File: src/rtl/iir_cascade_tm.sv
// rtl/iir_cascade_tm.sv - cascade of direct-form-I biquads time-multiplexed over one multiplier
// One product per cycle: 5 MAC cycles + 1 UPDATE cycle per active section.
module iir_cascade_tm #(
  parameter int DW      = 16,
  parameter int CW      = 16,
  parameter int FRAC    = 14,
  parameter int MAX_SEC = 4
) (
  input  logic                           clk,
  input  logic                           reset,
  input  logic                           in_valid,
  output logic                           in_ready,
  input  logic signed [DW-1:0]           in_data,
  input  logic [3:0]                     order,
  input  logic                           coef_we,
  input  logic [$clog2(5*MAX_SEC)-1:0]   coef_addr,
  input  logic signed [CW-1:0]           coef_wdata,
  output logic                           out_valid,
  input  logic                           out_ready,
  output logic signed [DW-1:0]           out_data,
  output logic                           busy,
  output logic                           sat_flag
);
  localparam int NC   = 5 * MAX_SEC;
  localparam int AW   = $clog2(NC);
  localparam int SW   = (MAX_SEC > 1) ? $clog2(MAX_SEC) : 1;
  localparam int PW   = DW + CW;
  localparam int ACCW = DW + CW + 3;
  localparam logic signed [ACCW-1:0] RND  = ACCW'(64'sd1 <<< (FRAC - 1));
  localparam logic signed [ACCW-1:0] YMAX = ACCW'((64'sd1 <<< (DW - 1)) - 64'sd1);
  localparam logic signed [ACCW-1:0] YMIN = ~YMAX;

  typedef enum logic [1:0] {IDLE, MAC, UPDATE, OUT} state_t;
  state_t r_state, w_next;

  logic signed [CW-1:0]   r_coef [NC];
  logic signed [DW-1:0]   r_x1 [MAX_SEC];
  logic signed [DW-1:0]   r_x2 [MAX_SEC];
  logic signed [DW-1:0]   r_y1 [MAX_SEC];
  logic signed [DW-1:0]   r_y2 [MAX_SEC];
  logic [SW-1:0]          r_sec;
  logic [2:0]             r_k;
  logic [3:0]             r_order;
  logic signed [DW-1:0]   r_cur;
  logic signed [DW-1:0]   r_out;
  logic signed [ACCW-1:0] r_acc;
  logic                   r_sat;

  logic                   w_accept;
  logic                   w_more;
  logic [3:0]             w_ord_eff;
  logic [AW-1:0]          w_cidx;
  logic signed [CW-1:0]   w_c;
  logic signed [DW-1:0]   w_d;
  logic signed [PW-1:0]   w_prod;
  logic signed [ACCW-1:0] w_term;
  logic signed [ACCW-1:0] w_acc_base;
  logic signed [ACCW-1:0] w_acc_next;
  logic signed [ACCW-1:0] w_shf;
  logic signed [DW-1:0]   w_y;
  logic                   w_sat;

  assign in_ready  = (r_state == IDLE) && !reset;
  assign out_valid = (r_state == OUT);
  assign busy      = (r_state != IDLE);
  assign out_data  = r_out;
  assign sat_flag  = r_sat;

  assign w_accept  = in_valid && (r_state == IDLE);
  assign w_ord_eff = (order > 4'(MAX_SEC)) ? 4'(MAX_SEC) : order;
  assign w_more    = (32'(r_sec) + 32'd1) < 32'(r_order);

  // Operand select for the single shared multiplier; k=3,4 are feedback terms.
  always_comb begin
    w_cidx = AW'(32'(r_sec) * 5 + 32'(r_k));
    w_c    = r_coef[w_cidx];
    case (r_k)
      3'd0:    w_d = r_cur;
      3'd1:    w_d = r_x1[r_sec];
      3'd2:    w_d = r_x2[r_sec];
      3'd3:    w_d = r_y1[r_sec];
      default: w_d = r_y2[r_sec];
    endcase
  end

  assign w_prod     = w_c * w_d;
  assign w_term     = {{(ACCW-PW){w_prod[PW-1]}}, w_prod};
  assign w_acc_base = (r_k == 3'd0) ? '0 : r_acc;
  assign w_acc_next = (r_k >= 3'd3) ? (w_acc_base - w_term) : (w_acc_base + w_term);
  assign w_shf      = (r_acc + RND) >>> FRAC;

  always_comb begin
    w_sat = 1'b0;
    w_y   = w_shf[DW-1:0];
    if (w_shf > YMAX) begin
      w_sat = 1'b1;
      w_y   = {1'b0, {(DW-1){1'b1}}};
    end else if (w_shf < YMIN) begin
      w_sat = 1'b1;
      w_y   = {1'b1, {(DW-1){1'b0}}};
    end
  end

  always_ff @(posedge clk or posedge reset) begin
    if (reset) r_state <= IDLE;
    else       r_state <= w_next;
  end

  always_comb begin
    w_next = r_state;
    case (r_state)
      IDLE:    if (w_accept) w_next = (w_ord_eff == 4'd0) ? OUT : MAC;
      MAC:     if (r_k == 3'd4) w_next = UPDATE;
      UPDATE:  w_next = w_more ? MAC : OUT;
      OUT:     if (out_ready) w_next = IDLE;
      default: w_next = IDLE;
    endcase
  end

  always_ff @(posedge clk or posedge reset) begin
    if (reset) begin
      for (int i = 0; i < NC; i++) r_coef[i] <= '0;
      for (int s = 0; s < MAX_SEC; s++) begin
        r_x1[s] <= '0;
        r_x2[s] <= '0;
        r_y1[s] <= '0;
        r_y2[s] <= '0;
      end
      r_sec   <= '0;
      r_k     <= '0;
      r_order <= '0;
      r_cur   <= '0;
      r_out   <= '0;
      r_acc   <= '0;
      r_sat   <= 1'b0;
    end else begin
      if (coef_we && (r_state == IDLE) && (32'(coef_addr) < NC))
        r_coef[coef_addr] <= coef_wdata;
      case (r_state)
        IDLE: if (w_accept) begin
          r_cur   <= in_data;
          r_order <= w_ord_eff;
          r_sec   <= '0;
          r_k     <= '0;
          // Sections beyond the active count restart from rest when re-enabled.
          for (int s = 0; s < MAX_SEC; s++) begin
            if (s >= int'(w_ord_eff)) begin
              r_x1[s] <= '0;
              r_x2[s] <= '0;
              r_y1[s] <= '0;
              r_y2[s] <= '0;
            end
          end
          if (w_ord_eff == 4'd0) r_out <= in_data;
        end
        MAC: begin
          r_acc <= w_acc_next;
          r_k   <= r_k + 3'd1;
        end
        UPDATE: begin
          r_x1[r_sec] <= r_cur;
          r_x2[r_sec] <= r_x1[r_sec];
          r_y1[r_sec] <= w_y;
          r_y2[r_sec] <= r_y1[r_sec];
          r_cur       <= w_y;
          r_k         <= '0;
          if (w_sat) r_sat <= 1'b1;
          if (w_more) r_sec <= r_sec + SW'(1);
          else        r_out <= w_y;
        end
        default: ;
      endcase
    end
  end
endmodule
File: config.mk
export PLATFORM = sky130hd
export DESIGN_NAME = iir_cascade_tm
export DESIGN_NICKNAME = d
export VERILOG_FILES = /design/src/rtl/iir_cascade_tm.sv
export SDC_FILE = /design/constraint.sdc
export NUM_CORES = 2
export LEC_CHECK = 0
export ABC_CLOCK_PERIOD_IN_PS = 18700
export BUFFER_PORTS_ARGS = -buffer_cell sky130_fd_sc_hd__buf_2
export CAP_MARGIN = 0
export CORE_MARGIN = 10
export CORE_UTILIZATION = 43
export DETAILED_ROUTE_END_ITERATION = 8
export GPL_TIMING_DRIVEN = 0
export PLACE_DENSITY = 0.6
export SLEW_MARGIN = 20
export SYNTH_ARGS = -nofsm -noshare
export SYNTH_HDL_FRONTEND = slang
export SYNTH_SLANG_ARGS = --single-unit
File: constraint.sdc
create_clock -name clk -period 18.7 [get_ports clk]
set_input_delay 0 -clock clk [delete_from_list [all_inputs] [get_ports clk]]
set_output_delay 0 -clock clk [all_outputs]
set_load 0.005 [all_outputs]
# After elaboration in Yosys (flattened, before gate mapping)
# Cells that the tools add are included.
# W data, S select, Z words.
word_totals:
  regBits: 655
  input_bits: 46
  output_inout_bits: 20
  word_cells: 170
classes:
  n_addsub: 7
  mul: 2
  magnitude_cmp: 15
  n_eq_ne: 17
  n_mux: 58
  bitwise: 3
  n_reduce_logical: 24
op_table:
  columns: ["operator", "count"]
  rows:
  - ["$pmux W64 S2", 4]
  - ["$mux W16", 22]
  - ["$bwmux W320", 1]
  - ["$bwmux W64", 4]
  - ["$bmux W16 S2", 4]
  - ["$bmux W16 S5", 1]
  - ["$demux W16 S5", 1]
  - ["$mux W35", 2]
  - ["$mux W64", 1]
  - ["$pmux W16 S2", 2]
  - ["$pmux W16 S4", 1]
  - ["$add A35 B15 Y35 const B", 1]
  - ["$add A35 B32 Y35", 1]
  - ["$sub A35 B32 Y35", 1]
  - ["$demux W16 S2", 1]
  - ["$mul A16 B16 Y32", 1]
  - ["$gt A21 B16 Y1 const B", 1]
  - ["$lt A21 B16 Y1 const B", 1]
  - ["$reduce_and A3 Y1", 6]
  - ["$mux W2", 7]
  - ["$ge A6 B6 Y1 const B", 2]
  - ["$ne A2 B1 Y1 const B", 6]
  - ["$not A5 Y6", 2]
  - ["$pmux W3 S3", 1]
  - ["other kinds (35)", 52]

# Depth between registers and ports, before layout
depth:
  ltp_word: 9
  depth_mapped: 48
  mapped_depth_nobuf: 45

# Worst setup path before layout
# Ideal clock, no wire load.
synth_path:
  path_type: "reg2reg"
  startpoint: "register r_sec[1]"
  endpoint: "register r_acc[34]"
  setup_time_ps: 134
  arrival_ps: 11618
  required_time_ps: 18566
  setup_slack_ps: 6947
  stages_incl_launch_ff: 43
  path_buffers: 3
  synth_period_minus_slack_ps: 11753
  cell_sequence: "dfrtp_1 ha_1 ha_1 fa_1 xor2_1 clkbuf_1 clkbuf_1 mux2_2 a21oi_1 o22a_1 nor2_1 fa_1 inv_1 fa_1 fa_1 fa_1 inv_1 fa_1 (+7 left out) a31oi_4 a211oi_2 o21a_1 o21ai_1 or4b_4 or2_1 o41ai_2 xnor2_1 ha_1 a21o_1 a21oi_1 nor2b_1 a31oi_1 a21oi_1 or2_2 o311ai_2 mux2i_1 a21oi_1"
synth_via:
  elab_chain_len: 9
  word_cells_on_any_way: 24
  classes_between: "3 x add/sub; 2 x mul; 17 x mux; 2 x bitwise"
synth_lines:
  columns: ["item", "line", "source"]
  rows:
  - ["from (decl)", "41", "logic [SW-1:0] r_sec;"]
  - ["from (signal assigned)", "168", "if (w_more) r_sec <= r_sec + SW'(1);"]
  - ["$mul A2 B3 Y5", "75", "w_cidx = AW'(32'(r_sec) * 5 + 32'(r_k));"]
  - ["$add A5 B3 Y5", "75", null]
  - ["$not A5 Y6 (not written as such)", "76", "w_c = r_coef[w_cidx];"]
  - ["$bmux W16 S5", "76", null]
  - ["$mux W16 (not written as such) (2 in a row)", "76", null]
  - ["$mul A16 B16 Y32 (*)", "86", "assign w_prod = w_c * w_d;"]
  - ["$add A35 B32 Y35 / $sub A35 B32 Y35 (equally long branches)", "89", "assign w_acc_next = (r_k >= 3'd3) ? (w_acc_base - w_term) : (w_acc_base + w_term);"]
  - ["$mux W35 (*)", "89", null]
  - ["to (signal assigned)", "157", "r_acc <= w_acc_next;"]
  - ["to (decl)", "46", "logic signed [ACCW-1:0] r_acc;"]
# Mark *: on every way between the ends. The rest lies on a longest branch, timed or not. The select of a mux whose other input is x is not followed.
# A chain may end at the register's enable or synchronous reset.

# Final worst setup path
# Same ends and word-level chain as after synthesis.

==> results.sh <==
export IMPL_path_common_cell="fa_1"
export IMPL_drt_wl_total_um=122400
export IMPL_final_cell_mix="655 x dfrtp_1, 337 x inv_1, 332 x mux2_2"
export IMPL_fin_crit_ps=15930
export IMPL_cts_hold_buf=46
export IMPL_ys_async_sr_fraction_pct=100.0
export IMPL_post_place_ws_ps=2800
export IMPL_post_dp_hpwl_um=91230
export IMPL_start_util_pct=43.35
export IMPL_synth_area_per_cell_um2=11.64
export IMPL_die_height_um=332.2
export IMPL_drive_gt1_share_pct=18.99
export IMPL_seq_area_frac_synth_pct=39.10
export IMPL_final_cells=5122
export IMPL_fin_ws_ps=2769
export IMPL_path_max_fanout=10
export IMPL_worst_slew_pin_slew_ps=1248
export IMPL_ant_nets=0
export IMPL_clock_path_buffers=3
export IMPL_slew_viol_final=0
export IMPL_drc=0
export IMPL_seqCellArea_um2=16390
export IMPL_netlist_instances=3602
export IMPL_clk_pin_slew_ps=60
export IMPL_relSlewSlack_pct=16.81
export IMPL_dr_pass1_iters=6
export IMPL_setup_viol=0
export IMPL_gp_congestion=0.8985
export IMPL_antenna_found_initial=2
export IMPL_clock_sinks=655
export IMPL_critPathRequiredTime_ps=19220
export IMPL_final_nets=4231
export IMPL_clock_skew_ps=41.02
export IMPL_overflow=0
export IMPL_placed_cells=4937
export IMPL_cts_root_buf="clkbuf_16"
export IMPL_synthesis_nets=4047
export IMPL_end_kind="flip-flop"
export IMPL_synthesis_area_um2=41920
export IMPL_period_share_pct=85.19
export IMPL_yosys_most_used_dff="dfrtp_1"
export IMPL_wl_per_cell_um=23.90
export IMPL_startpoint_type="flip-flop"
export IMPL_multiInputGateArea_um2=23460
export IMPL_min_delay_path_class="primary input to asynchronous set/reset pin"
export IMPL_status="completed"
export IMPL_slowest_stage="clkbuf_1"
export IMPL_cts_buffers=75
export IMPL_port_buffers=47
export IMPL_grt_max_degree=100
export IMPL_hold_viol_final=0
export IMPL_dieWidth_um=332.2
export IMPL_detailroute_via_count=29380
export IMPL_drtIter0Drc=2489
export IMPL_final_common_cell="dfrtp_1"
export IMPL_cap_viol_max_count=0
export IMPL_path_class="flip-flop to flip-flop"
export IMPL_grt_first_pass_wirelength_um=189400
export IMPL_rsz0062_at_grt="no"
export IMPL_ys_warn_count=0
export IMPL_slowest_delay_ps=770
export IMPL_cts_resized=0
export IMPL_row_count=114
export IMPL_fill_cells=8756
export IMPL_grt_pass1_vias=30080
export IMPL_cts_htree_levels=3
export IMPL_core_area_um2=96710
export IMPL_fp_dieArea_um2=110400
export IMPL_synth_seq_cells=655
export IMPL_clock_latency_ps=670
export IMPL_max_freq_mhz=62.77
export IMPL_synth_edff_count=0
export IMPL_pin_count=66
export IMPL_syn2layout_area_growth_pct=12.39
export IMPL_viasPerCell=5.737
export IMPL_grt_util_all_layers_pct=22.07
export IMPL_cts_tree="built"
export IMPL_synth_distinct_cells=84
export IMPL_postCtsSetupRepairBufs=0
export IMPL_worstPathArrival_ps=16460
==> cell families after synthesis <==
family / Yosys count / share of synthesized area [%]
simple gates: 704 / 7.676
compound gates: 676 / 11.96
flops: 655 / 39.10
buf+inv: 566 / 5.148
mux: 497 / 17.21
fa+ha+maj: 399 / 16.65
xor+xnor: 105 / 2.247
==> critical path: cells and delay by family, from the launching register on <==
kind	cells	cell delay, ps
simple gates	6	2020
compound gates	12	3300
buf+inv	10	4260
mux	2	630
fa+ha+maj	10	4600
flops	1	730
xor+xnor	1	260
==> Yosys cell counts, types with 29 or more instances <==
cell type | count | area (µm²)
dfrtp_1 | 655 | 16390
a22o_1 | 261 | 2286
inv_1 | 338 | 1269
o21ai_0 | 75 | 375.4
xnor2_1 | 64 | 560.5
nor2b_1 | 60 | 375.4
a21oi_1 | 113 | 565.5
nand3_1 | 32 | 160.2
nor2_1 | 262 | 983.4
mux2_2 | 332 | 3739
mux4_2 | 146 | 3288
ha_1 | 134 | 1677
fa_1 | 265 | 5305
clkbuf_1 | 191 | 716.9
a22oi_1 | 29 | 217.7
nand2_1 | 216 | 810.8
xor2_1 | 38 | 332.8
nand2b_1 | 40 | 250.2
==> per-layer routing <==
| layer | routed length (µm) | part of all wire, % | track usage (%) |
|---|---|---|---|
| met1 | 53430 | 44 | 30.43 |
| met2 | 55960 | 46 | 34.02 |
| met3 | 9132 | 7.5 | 5.230 |
| met4 | 3914 | 3.2 | 7.165 |
| met5 | 7 | 0.0057 | 0 |
==> per-stage QoR <==
| stage | setup TNS (ps) | cell area (µm²) | util [%] | hold WS [ps] |
|---|---|---|---|---|
| after floorplan | 0 | 41920 | - | 31.10 |
| after global placement | -4771710 | 43760 | 45.25 | 233.1 |
| after detailed placement | 0 | 44080 | 45.58 | 179.9 |
| after CTS | 0 | 47100 | 48.70 | 2.120 |
| after global routing | 0 | 47120 | 48.72 | 61.80 |
| final | 0 | 47120 | 48.72 | 25.99 |
==> state kept, by name, indices dropped and copies added, names as in the netlist <==
name	count
r_state	2
r_order	4
r_acc	35
r_x1	64
r_x2	64
out_data	16
sat_flag	1
r_sec	2
r_y1	64
r_y2	64
r_k	3
r_coef	320
r_cur	16
==> worst paths after layout <==
check | from | end | cells after the start | slack (ps)
max in group asynchronous | reset | r_coef[17] | 6 | 16960
hold reg to reg | r_acc[1] | r_acc[1] | 2 | 470
min in group clk | coef_addr[3] | r_coef[105] | 4 | 40
setup reg to reg | r_sec[1] | r_acc[34] | 41 | 2770
setup / recovery | r_sec[1] | r_acc[34] | 41 | 2770
hold / removal | reset | r_acc[26] | 3 | 30
==> area by class of cell <==
class / count / area share [%]
diodes: 1 / 0.005311
plain buffers: 226 / 1.880
clock buffers: 108 / 4.565
clock inverters: 28 / 0.8657
inverters: 340 / 2.724
multi-input cells: 2381 / 49.79
flip-flops and latches: 655 / 34.79
well taps: 1276 / 3.388
repair buffers: 107 / 2.000
Power is left out: the tool's default activity adds up to more than one toggle a clock period on the data nets, which glitch-free logic cannot reach.
